==> src/rtl/layer1_sequencer_pkg.sv <==
// layer1_sequencer_pkg
//   Shared constants and state encoding for the layer-1 datapath
//   (sequencer, accumulator, bias/activation stages).
package layer1_sequencer_pkg;

    localparam int NPIXEL     = 784;  // pixels per image = products per neuron
    localparam int NNEURON    = 10;   // hidden neurons in layer 1
    localparam int COUNT_BIT1 = 10;   // pixel index width
    localparam int NEURON_BIT = 4;    // neuron index width
    localparam int WADDR_BITS = 14;   // weight address width
    localparam int TIMEOUT    = 16;   // max cycles waited for add_bias

    typedef enum logic [2:0] {
        S_IDLE  = 3'd0,
        S_RUN   = 3'd1,
        S_WAIT  = 3'd2,
        S_STORE = 3'd3,
        S_DONE  = 3'd4
    } seq_state_t;

endpackage

==> src/rtl/layer1_sequencer_addr_gen.sv <==
// seq_addr_gen
//   Pixel / weight read-address counters and the product-valid qualifier.
//   Ports:
//     clk, reset_b    clock, async active-low reset
//     clear           load both counters with 0 (image start)
//     step            advance pixel and weight address by one
//     next_row        begin next neuron: pixel back to 0, weight address +1
//     issue           an address is being issued this cycle
//     pixel_addr      pixel buffer read address
//     weight_addr     weight memory read address (running, row-major)
//     start_multiply  issue delayed one cycle to match 1-cycle read latency
//     last_pix        pixel_addr is the final pixel of the row
module seq_addr_gen #(
    parameter int NPIXEL     = layer1_sequencer_pkg::NPIXEL,
    parameter int COUNT_BIT1 = layer1_sequencer_pkg::COUNT_BIT1,
    parameter int WADDR_BITS = layer1_sequencer_pkg::WADDR_BITS
) (
    input  logic                  clk,
    input  logic                  reset_b,
    input  logic                  clear,
    input  logic                  step,
    input  logic                  next_row,
    input  logic                  issue,
    output logic [COUNT_BIT1-1:0] pixel_addr,
    output logic [WADDR_BITS-1:0] weight_addr,
    output logic                  start_multiply,
    output logic                  last_pix
);
    import layer1_sequencer_pkg::*;

    assign last_pix = (pixel_addr == COUNT_BIT1'(NPIXEL - 1));

    // The last address of a row is held through WAIT/STORE; the wrap to
    // pixel 0 and the weight advance happen on re-entry to RUN, so both
    // addresses keep their last value outside RUN.
    always_ff @(posedge clk or negedge reset_b) begin
        if (!reset_b) begin
            pixel_addr     <= '0;
            weight_addr    <= '0;
            start_multiply <= 1'b0;
        end else begin
            start_multiply <= issue;
            if (clear) begin
                pixel_addr  <= '0;
                weight_addr <= '0;
            end else if (step) begin
                pixel_addr  <= pixel_addr + COUNT_BIT1'(1);
                weight_addr <= weight_addr + WADDR_BITS'(1);
            end else if (next_row) begin
                pixel_addr  <= '0;
                weight_addr <= weight_addr + WADDR_BITS'(1);
            end
        end
    end

endmodule

==> src/rtl/layer1_sequencer.sv <==
// layer1_sequencer
//   Walks every hidden neuron over all pixels for one image, issuing
//   pixel/weight read addresses, waiting for the accumulator's add_bias
//   and strobing store_en so downstream logic captures weighted_sum.
//   Ports:
//     clk, reset_b          clock, async active-low reset
//     start                 begin one image (ignored while busy)
//     add_bias              accumulator completion pulse
//     pixel_addr/weight_addr  memory read addresses
//     start_multiply        product-valid qualifier (addresses + 1 cycle)
//     neuron_idx            neuron being computed
//     store_en/store_idx    one-cycle capture strobe and its neuron
//     busy, done            activity flag, end-of-image pulse
//     err_timeout           sticky: add_bias missing for TIMEOUT cycles
//     err_protocol          sticky: add_bias seen outside WAIT
module layer1_sequencer #(
    parameter int NPIXEL     = layer1_sequencer_pkg::NPIXEL,
    parameter int NNEURON    = layer1_sequencer_pkg::NNEURON,
    parameter int COUNT_BIT1 = layer1_sequencer_pkg::COUNT_BIT1,
    parameter int NEURON_BIT = layer1_sequencer_pkg::NEURON_BIT,
    parameter int WADDR_BITS = layer1_sequencer_pkg::WADDR_BITS,
    parameter int TIMEOUT    = layer1_sequencer_pkg::TIMEOUT
) (
    input  logic                  clk,
    input  logic                  reset_b,
    input  logic                  start,
    input  logic                  add_bias,
    output logic [COUNT_BIT1-1:0] pixel_addr,
    output logic [WADDR_BITS-1:0] weight_addr,
    output logic                  start_multiply,
    output logic [NEURON_BIT-1:0] neuron_idx,
    output logic                  store_en,
    output logic [NEURON_BIT-1:0] store_idx,
    output logic                  busy,
    output logic                  done,
    output logic                  err_timeout,
    output logic                  err_protocol
);
    import layer1_sequencer_pkg::*;

    localparam int TW = $clog2(TIMEOUT + 1);

    seq_state_t    state;
    logic [TW-1:0] tcnt;
    logic          last_pix;
    logic          last_neuron;
    logic          issue;
    logic          clear;
    logic          step;
    logic          next_row;

    assign last_neuron = (neuron_idx == NEURON_BIT'(NNEURON - 1));
    assign issue       = (state == S_RUN);
    assign clear       = (state == S_IDLE) && start;
    assign step        = issue && !last_pix;
    assign next_row    = (state == S_STORE) && !last_neuron;

    seq_addr_gen #(
        .NPIXEL     (NPIXEL),
        .COUNT_BIT1 (COUNT_BIT1),
        .WADDR_BITS (WADDR_BITS)
    ) u_addr (
        .clk            (clk),
        .reset_b        (reset_b),
        .clear          (clear),
        .step           (step),
        .next_row       (next_row),
        .issue          (issue),
        .pixel_addr     (pixel_addr),
        .weight_addr    (weight_addr),
        .start_multiply (start_multiply),
        .last_pix       (last_pix)
    );

    always_ff @(posedge clk or negedge reset_b) begin
        if (!reset_b) begin
            state        <= S_IDLE;
            tcnt         <= '0;
            neuron_idx   <= '0;
            store_en     <= 1'b0;
            store_idx    <= '0;
            busy         <= 1'b0;
            done         <= 1'b0;
            err_timeout  <= 1'b0;
            err_protocol <= 1'b0;
        end else begin
            store_en <= 1'b0;
            done     <= 1'b0;
            case (state)
                S_IDLE: if (start) begin
                    state        <= S_RUN;
                    busy         <= 1'b1;
                    neuron_idx   <= '0;
                    err_timeout  <= 1'b0;
                    err_protocol <= 1'b0;
                end
                S_RUN: if (last_pix) begin
                    state <= S_WAIT;
                    tcnt  <= '0;
                end
                // add_bias is tested first so it wins over a same-cycle expiry.
                S_WAIT: if (add_bias) begin
                    state     <= S_STORE;
                    store_en  <= 1'b1;
                    store_idx <= neuron_idx;
                end else if (tcnt == TW'(TIMEOUT - 1)) begin
                    state       <= S_IDLE;
                    busy        <= 1'b0;
                    err_timeout <= 1'b1;
                end else begin
                    tcnt <= tcnt + TW'(1);
                end
                S_STORE: if (last_neuron) begin
                    state <= S_DONE;
                    done  <= 1'b1;
                    busy  <= 1'b0;
                end else begin
                    state      <= S_RUN;
                    neuron_idx <= neuron_idx + NEURON_BIT'(1);
                end
                S_DONE:  state <= S_IDLE;
                default: state <= S_IDLE;
            endcase
            // Placed after the IDLE clear so a start-cycle add_bias still flags.
            if (add_bias && (state != S_WAIT))
                err_protocol <= 1'b1;
        end
    end

endmodule

==> config.mk <==
export PLATFORM = sky130hd
export DESIGN_NAME = layer1_sequencer
export DESIGN_NICKNAME = d
export VERILOG_FILES = /design/src/rtl/layer1_sequencer_pkg.sv /design/src/rtl/layer1_sequencer_addr_gen.sv /design/src/rtl/layer1_sequencer.sv
export SDC_FILE = /design/constraint.sdc
export NUM_CORES = 1
export LEC_CHECK = 0
export BUFFER_PORTS_ARGS = -buffer_cell sky130_fd_sc_hd__buf_4
export CORE_MARGIN = 2
export CORE_UTILIZATION = 53
export CTS_CLUSTER_DIAMETER = 30
export DETAILED_ROUTE_END_ITERATION = 16
export PLACE_DENSITY = 0.8
export SLEW_MARGIN = 20
export SYNTH_ARGS = -nofsm -noshare
export SYNTH_HDL_FRONTEND = slang
export SYNTH_HIERARCHICAL = 1
export SYNTH_SLANG_ARGS = --single-unit
==> constraint.sdc <==
create_clock -name clk -period 4.8 [get_ports clk]
set_input_delay 0 -clock clk [delete_from_list [all_inputs] [get_ports clk]]
set_output_delay 0 -clock clk [all_outputs]
set_load 0.02 [all_outputs]
* Word-level counts from Yosys, hierarchy flattened
Cells that the tools add are included.
** Word-level totals
- Register bits :: 46
- Input port bits :: 4
- Word-level logic and storage cells :: 86
** Operators by class
- $add $sub $neg :: 4
- Equal/unequal tests :: 15
- Muxes and demuxes :: 34
- Reductions and logical operators :: 21
** Operators with widths (number)
- $mux W14 :: 3
- $mux W10 :: 3
- $mux W3 :: 5
- $mux W5 :: 3
- $add A14 B1 Y14 const B :: 1
- $ne A2 B2 Y1 const B :: 7
- $mux W1 :: 13
- $pmux W3 S4 :: 1
- $add A10 B1 Y10 const B :: 1
- $eq A10 B10 Y1 const B :: 1
- $pmux W5 S2 :: 1
- $reduce_bool A2 Y1 :: 5
- $mux W4 :: 2
- $pmux W4 S2 :: 1
- $reduce_and A4 Y1 :: 2
- $eq A3 B2 Y1 const B :: 2
- $reduce_and A3 Y1 :: 2
- $reduce_bool A3 Y1 :: 2
- $add A5 B1 Y5 const B :: 1
- $eq A5 B4 Y1 const B :: 1
- $reduce_and A5 Y1 :: 1
- $add A4 B1 Y4 const B :: 1
- $eq A4 B4 Y1 const B :: 1
- $logic_and A1 B1 Y1 :: 4
- other kinds (8) :: 10

* Logic depth before layout (Yosys ltp)
Gate-level depths: netlist of the first run.
- Depth after elaboration :: 6
- Mapped depth :: 9
- Gate-level depth less buffers :: 8

* Cells and area by module
The synthesis of the first run kept the hierarchy.
** Modules (own cells, without submodules)
- seq_addr_gen :: instances 1, cells an instance 133, area each 1261.2 um2, sequential area each 625.6 um2
- layer1_sequencer :: instances 1, cells an instance 102, area each 1111.1 um2, sequential area each 525.5 um2

* Worst setup path before layout of the first run
Ideal clock, no wire load.
- Kind :: reg-to-reg
- Start point :: register u_addr.pixel_addr[0]
- End point :: register u_addr.weight_addr[8]
- Library setup time :: 0.132 ns
- Arrival time :: 2.424 ns
- Data required time :: 4.668 ns
- Path slack :: 2.244 ns
- Cell stages (with the launch flop) :: 10
- Buffers on the path :: 1
- Cell sequence :: dfrtp_1 -> ha_1 -> and3_1 -> clkbuf_1 -> and4_1 -> nor2_1 -> nor3_2 -> or4b_1 -> xor2_1 -> nor2_1
** Between the ends
- Cells in the longest elaborated chain, start to end :: 5
** Ends and longest elaborated chain
- from (decl) :: RTL line layer1_sequencer_addr_gen.sv:24 : output logic [COUNT_BIT1-1:0] pixel_addr,
- from (signal assigned) :: RTL line layer1_sequencer_addr_gen.sv:47 : pixel_addr <= pixel_addr + COUNT_BIT1'(1);
- $eq A10 B10 Y1 (*) :: RTL line layer1_sequencer_addr_gen.sv:31 : assign last_pix = (pixel_addr == COUNT_BIT1'(NPIXEL - 1));
- net last_pix :: RTL line layer1_sequencer.sv:45 : logic last_pix;
- $logic_not A1 Y1 (*) :: RTL line layer1_sequencer.sv:55 : assign step = issue && !last_pix;
- $logic_and A1 B1 Y1 (*) :: RTL line layer1_sequencer.sv:55
- net step :: RTL line layer1_sequencer.sv:49 : logic step;
- $mux W14 :: RTL line layer1_sequencer_addr_gen.sv:46 : end else if (step) begin
- $mux W14 :: RTL line layer1_sequencer_addr_gen.sv:43 : if (clear) begin
- to (signal assigned) :: RTL line layer1_sequencer_addr_gen.sv:48 : weight_addr <= weight_addr + WADDR_BITS'(1);
- to (signal assigned) :: RTL line layer1_sequencer_addr_gen.sv:51 : weight_addr <= weight_addr + WADDR_BITS'(1);
- to (decl) :: RTL line layer1_sequencer_addr_gen.sv:25 : output logic [WADDR_BITS-1:0] weight_addr,
Mark *: on every way through the listed nets, which the timed path passes. The rest lies on a longest branch.
A chain may end at the register's enable or synchronous reset.

* Worst setup path after layout of the first run
Ends and elaborated chain as after synthesis.

==> results of run 1 <==
registers in the layout, summed over array words and instances, names as in the netlist:
name / flops
err_timeout: 1
u_addr/weight_addr: 14
neuron_idx: 4
busy: 1
state: 3
store_en: 1
done: 1
u_addr/pixel_addr: 10
u_addr/start_multiply: 1
tcnt: 5
store_idx: 4
err_protocol: 1
how the worst max path moves through the flow:
stage / start / end
final: u_addr/pixel_addr[0] / u_addr/weight_addr[8]
after detailed placement: u_addr/pixel_addr[0] / u_addr/weight_addr[8]
after global routing: u_addr/pixel_addr[0] / u_addr/weight_addr[8]
after CTS: u_addr/pixel_addr[0] / u_addr/weight_addr[8]
after floorplan: u_addr/pixel_addr[0] / u_addr/weight_addr[8]
after global placement: u_addr/pixel_addr[0] / u_addr/weight_addr[8]
layout make-up:
type                       instances  area share
multi-input combinational        172       0.399
clock buffer                       6      0.0287
sequential                        46       0.400
clock inverter                     2      0.0209
timing repair buffer              44       0.117
tap                               52      0.0226
inverter                           9      0.0117
cell families after synthesis:
group                      count (synthesis)  share of synthesized area
and+or+nand+nor                           98                      0.228
muxes                                     14                     0.0638
AOI/OAI and AO/OA                         41                      0.111
DFF                                       46                      0.485
xor gates and xnor gates                  12                     0.0443
adders and majority gates                  7                     0.0369
buffers and inverters                     17                     0.0306
through the flow:
step,power [mW],area (um^2)
2_1_floorplan,0.552,2370
3_3_place_gp,0.624,2710
3_5_place_dp,0.627,2710
4_1_cts,0.983,2880
5_1_grt,1.01,2880
6_report,0.972,2880
synthesized netlist by cell type, types with 5 or more instances:
| library cell | n |
|---|---|
| xnor2_1 | 5 |
| xor2_1 | 7 |
| nand4_1 | 8 |
| nor2_1 | 23 |
| dfrtp_1 | 46 |
| nand2_1 | 20 |
| nand3_1 | 7 |
| ha_1 | 7 |
| a21oi_1 | 9 |
| mux2i_1 | 5 |
| inv_1 | 8 |
| o21ai_0 | 16 |
| mux2_2 | 6 |
| nor3_1 | 5 |
| nand2b_1 | 6 |
repair_timing:
item	CTS	global route
resized for setup	0	0
endpoints found under the hold margin	47	0
hold buffers	2	0
layer usage:
metal / vias up / GRT usage / routed length [um] / part of all wire
li1: 927 / - / - / -
met1: 909 / 0.303 / 2240 / 0.46
met2: 59 / 0.319 / 2300 / 0.47
met3: 5 / 0.0456 / 249 / 0.051
met4: 0 / 0.0755 / 68 / 0.014
met5: - / 0 / 0 / 0
power groups by stage:
stage	clock, mW	combinational [mW]	sequential (mW)
2_1_floorplan	0	0.0599	0.492
3_3_place_gp	0	0.157	0.468
3_5_place_dp	0	0.160	0.467
4_1_cts	0.361	0.162	0.460
5_1_grt	0.374	0.173	0.467
6_report	0.351	0.162	0.459
layout by cell type (no fill, tap or decap), types with 3 or more instances in the layout:
cell type and instances:
a21oi_1 9, a31oi_1 4, and3_1 4, buf_4 42
clkbuf_8 6, dfrtp_1 46, ha_1 7, inv_1 8
mux2_1 3, mux2_2 6, mux2i_1 5, nand2_1 20
nand2b_1 6, nand3_1 7, nand3b_1 3, nand4_1 8
nor2_1 23, nor3_1 5, o21ai_0 16, or3_1 4
xnor2_1 5, xor2_1 7
critical path, delay by kind of cell (launching register included):
family / cells / cell delay, ns
adder cells (fa/ha/maj): 1 / 0.24
flip-flops: 1 / 0.43
XOR/XNOR: 1 / 0.15
AND/OR/NAND/NOR: 6 / 1.76
==> impl_metrics.env, run 1 <==
export IMPL_first_pass_iters=4
export IMPL_std_cell_rows=24
export IMPL_switching_share=0.273
export IMPL_grt_max_degree=47
export IMPL_r2r_slack_ns=2.10
export IMPL_slowest_stage="or4b_1"
export IMPL_status="completed"
export IMPL_holdPathStages=3
export IMPL_post_place_ws_ns=2.16
export IMPL_yosysTopAreaCellShare=0.485
export IMPL_reg2reg_to="u_addr/weight_addr[8]"
export IMPL_grt_pass1_vias=1752
export IMPL_maxSlewViolCount=0
export IMPL_via_per_inst=5.74
export IMPL_rr_worst_depth=8
export IMPL_ff_latch_area_mm2=0.00115
export IMPL_die_w_um=70.9
export IMPL_synth_edff_count=0
export IMPL_cts_setup_buffers=0
export IMPL_ys_warn_count=6
export IMPL_endpoint_kind="register"
export IMPL_ys_flop_type="dfrtp_1"
export IMPL_clock_path_buffers=2
export IMPL_cts_sinks=46
export IMPL_fillers=360
export IMPL_num_vias=1900
export IMPL_fin_nets=289
export IMPL_finalWirelength_um=4860
export IMPL_combPwrFrac=0.166
export IMPL_drc=0
export IMPL_ys_seq_elements=46
export IMPL_pwr_share_clk=0.361
export IMPL_p_switching_mw=0.266
export IMPL_finClkSkew_ns=0.00512
export IMPL_finalSetupViolCount=0
export IMPL_crit_path_frequent_cell="nor2_1"
export IMPL_holdPathEnd="err_protocol"
export IMPL_yosys_cell_types_count=48
export IMPL_synth_area_leaders="dfrtp_1, ha_1, nor2_1, o21ai_0, nand2_1"
export IMPL_hpwl_um=3380
export IMPL_crit_required_ns=4.97
export IMPL_synthesis_nets=246
export IMPL_max_cap_violations=0
export IMPL_placed_cells=321
export IMPL_crit_fanout=9
export IMPL_path_clk_slew_ns=0.08
export IMPL_power_density_mw_per_mm2=338
export IMPL_gp_congestion=0.845
export IMPL_track_usage=0.211
export IMPL_cts_made_buffers=5
export IMPL_r2r_start="u_addr/pixel_addr[0]"
export IMPL_port_buffers=41
export IMPL_intPower_mw=0.706
export IMPL_hp_start="add_bias"
export IMPL_p_leak_nw=1.31
export IMPL_worstPathArrival_ns=2.87
export IMPL_crit_chain="ha_1, and3_1, and4_1, nor2_1, nor3_2, or4b_1, xor2_1, nor2_1"
export IMPL_initial_core_util=0.549
export IMPL_wl_per_cell_um=14.7
export IMPL_seqPwrFrac=0.473
export IMPL_postSynthAreaPerCell_um2=10.1
export IMPL_hold_path_class="primary input to register"
export IMPL_max_freq_ghz=0.370
export IMPL_synthArstFlopShare=1.00
export IMPL_drtAntennaViolNets=0
export IMPL_areaGrowthSynthToFinish_pct=21.3
export IMPL_fp_dieH_um=70.9
export IMPL_ir_worst_vdd_uv=199
export IMPL_clock_latency_ns=0.30
export IMPL_cts_root_buffer="clkbuf_8"
export IMPL_yosysTopAreaCell="dfrtp_1"
export IMPL_synth_seq_area_share=0.485
export IMPL_tritoncts="done"
export IMPL_htreeDepth=2
export IMPL_rsz0062_at_grt="no"
export IMPL_slew_headroom=0.615
export IMPL_grt_overflow=0
export IMPL_syn_area_mm2=0.00237
export IMPL_synthCells=235
export IMPL_drtIter0Drc=161
export IMPL_multi_input_area_mm2=0.00115
export IMPL_min_period_ns=2.70
export IMPL_fin_ws_ns=2.10
export IMPL_grt_pass1_wl_um=8400
export IMPL_hold_violations=0
export IMPL_dieArea_mm2=0.00503
export IMPL_critPathLaunchType="register"
export IMPL_core_mm2=0.00432
export IMPL_hold_ws_ns=0.0313
export IMPL_layout_drive_gt1_share=0.222
export IMPL_tightest_slew_ns=0.568
export IMPL_finalNonFillerCells=331
export IMPL_finalCritPeriodShare=0.563
export IMPL_pin_count=42
export IMPL_antenna_found_initial=0
export IMPL_fin_tns_setup_ns=0
export IMPL_slowest_delay_ns=0.57
export IMPL_critPathKind="register to register"
export IMPL_utilization=0.665
export IMPL_num_antenna_cells=0
Note: power is estimated with default switching activity, not from simulation.
==> run 2, diff against run 1 <==
Clock period 4.8 ns to 2.49 ns, I/O delays scaled along.
==> run 2 against run 1 <==
  * Core utilization rose by 0.29 points
  * Cell area rose by 0.43%
  * Hold slack got worse by 0.013 ns
  * Clock power rose by 20%
  * Sequential power rose by 95%
  * Largest cell class is now multi-input combinational cells
  * Highest routed layer unchanged
==> impl_metrics.env, run 2 (same netlist as run 1, synthesis figures left out) <==
export IMPL_std_cell_rows=24
export IMPL_holdPathStages=3
export IMPL_top_register="u_addr/weight_addr"
export IMPL_crit_required_ns=2.67
export IMPL_wl_per_cell_um=14.4
export IMPL_hpwl_um=3420
export IMPL_grt_max_degree=47
export IMPL_rsz0062_at_grt="no"
export IMPL_num_antenna_cells=0
export IMPL_finClkSkew_ns=0.00549
export IMPL_fin_ws_ns=0.0820
export IMPL_hold_ws_ns=0.0188
export IMPL_grt_overflow=0
export IMPL_final_area_mm2=0.00289
export IMPL_layout_common_cells="buf_4, dfrtp_1, nor2_1"
export IMPL_endpoint_kind="register"
export IMPL_cts_made_buffers=5
export IMPL_min_period_ns=2.41
export IMPL_crit_chain="ha_1, and3_1, and4_2, nor2_2, nor3_2, or4b_1, xor2_1, nor2_1"
export IMPL_max_freq_ghz=0.415
export IMPL_dpl_cell_area_mm2=0.00278
export IMPL_hold_path_class="primary input to register"
export IMPL_power_density_mw_per_mm2=568
export IMPL_clock_path_buffers=2
export IMPL_finalWirelength_um=4890
export IMPL_drtAntennaViolNets=0
export IMPL_finalCritPeriodShare=0.967
export IMPL_cts_sinks=46
export IMPL_fin_nets=298
export IMPL_drtIter0Drc=171
export IMPL_worstPathArrival_ns=2.59
export IMPL_crit_buf_inv=0
export IMPL_drc=0
export IMPL_finalSetupViolCount=0
export IMPL_slowest_stage="or4b_1"
export IMPL_hold_violations=0
export IMPL_tritoncts="done"
export IMPL_via_per_inst=5.68
export IMPL_core_mm2=0.00432
export IMPL_maxSlewViolCount=0
export IMPL_track_usage=0.204
export IMPL_cp_num_cells=8
export IMPL_fin_tns_setup_ns=0
export IMPL_final_common_cell="buf_4"
export IMPL_post_place_ws_ns=0.153
export IMPL_slowest_delay_ns=0.57
export IMPL_rr_worst_depth=8
export IMPL_status="completed"
export IMPL_areaGrowthSynthToFinish_pct=21.8
export IMPL_grt_pass1_vias=1783
export IMPL_critPathKind="register to register"
export IMPL_htreeDepth=2
export IMPL_path_clk_slew_ns=0.08
export IMPL_top_regs="u_addr/weight_addr x14, u_addr/pixel_addr x10, tcnt x5"
export IMPL_num_vias=1924
export IMPL_crit_fanout=6
export IMPL_p_leak_nw=1.32
export IMPL_critPathTopFamily="simple AND/OR/NAND/NOR gates"
export IMPL_first_pass_iters=4
export IMPL_dieArea_mm2=0.00503
export IMPL_grt_pass1_wl_um=8200
export IMPL_fillers=358
export IMPL_max_cap_violations=0
export IMPL_cts_setup_buffers=0
export IMPL_tightest_slew_ns=0.573
export IMPL_antenna_found_initial=0
export IMPL_clock_latency_ns=0.30
export IMPL_fp_dieH_um=70.9
export IMPL_finalPower_mw=1.64
export IMPL_cts_root_buffer="clkbuf_8"
export IMPL_largest_reg_flops=14
export IMPL_initial_core_util=0.549
export IMPL_port_buffers=41
export IMPL_layout_drive_gt1_share=0.247
export IMPL_ir_worst_vdd_uv=394
export IMPL_slew_headroom=0.618
export IMPL_gp_congestion=0.796
export IMPL_pin_count=42
export IMPL_die_w_um=70.9
export IMPL_critPathLaunchType="register"
-- run 2: cell count changes in the layout (fill, tap and decap cells not counted) --
| cell | previous run | this run |
|---|---|---|
| o311ai_2 | 0 | 1 |
| o311ai_1 | 1 | 0 |
| nor2_2 | 0 | 1 |
| clkbuf_8 | 6 | 5 |
| and4_2 | 0 | 1 |
| buf_4 | 42 | 51 |
| and4_1 | 2 | 1 |
| clkbuf_1 | 0 | 2 |
| nor2_1 | 23 | 22 |
| bufinv_16 | 2 | 0 |
-- run 2: path summary, 6_finish.rpt --
check                                     startpoint                    end  slack, ns
worst max-delay path            u_addr/pixel_addr[0]  u_addr/weight_addr[8]       0.08
worst min-delay path                        add_bias           err_protocol       0.02
worst max register to register  u_addr/pixel_addr[0]  u_addr/weight_addr[8]       0.08
worst min register to register               tcnt[4]                tcnt[4]       0.51
max in group asynchronous                    reset_b            err_timeout       1.84
min in group asynchronous                    reset_b   u_addr/pixel_addr[0]       0.25
-- run 2: what timing repair did --
action / 4_1_cts / 5_1_grt
resized for setup: 0 / 2
hold endpoints to repair: 47 / 0
hold buffers: 2 / 0
setup endpoints to repair: 0 / 2
-- run 2: area by class of cell --
type / instances / area [um^2] / area share
Multi-Input combinational cell: 172 / 1160 / 0.401
Sequential cell: 46 / 1150 / 0.398
Timing Repair Buffer: 53 / 403 / 0.139
Clock buffer: 7 / 76.3 / 0.0264
Tap cell: 52 / 65.1 / 0.0225
Inverter: 9 / 33.8 / 0.0117
-- run 2: worst register-to-register path, delay by kind of cell (launching register included) --
kind | cells | cell delay, ns
DFF | 1 | 0.43
xor gates and xnor gates | 1 | 0.17
adders and majority gates | 1 | 0.24
and+or+nand+nor | 6 | 1.46
-- run 2: layer usage --
metal / global-route usage / vias up / wire (um)
met1: 0.288 / 934 / 2240
met2: 0.313 / 44 / 2370
li1: - / 940 / -
met3: 0.0370 / 6 / 201
met5: 0 / - / 0
met4: 0.0839 / 0 / 75
-- run 2: stage by stage --
stage | cells | utilization
floorplan | 235 | -
detailed placement | 330 | 0.644
CTS | 339 | 0.666
finish | 339 | 0.668
global route | 339 | 0.668
global placement | 330 | 0.644
-- run 2: report_power, final --
group          internal [mW]  switching (mW)
sequential             0.801          0.0921
combinational          0.146           0.182
clock                  0.193           0.228
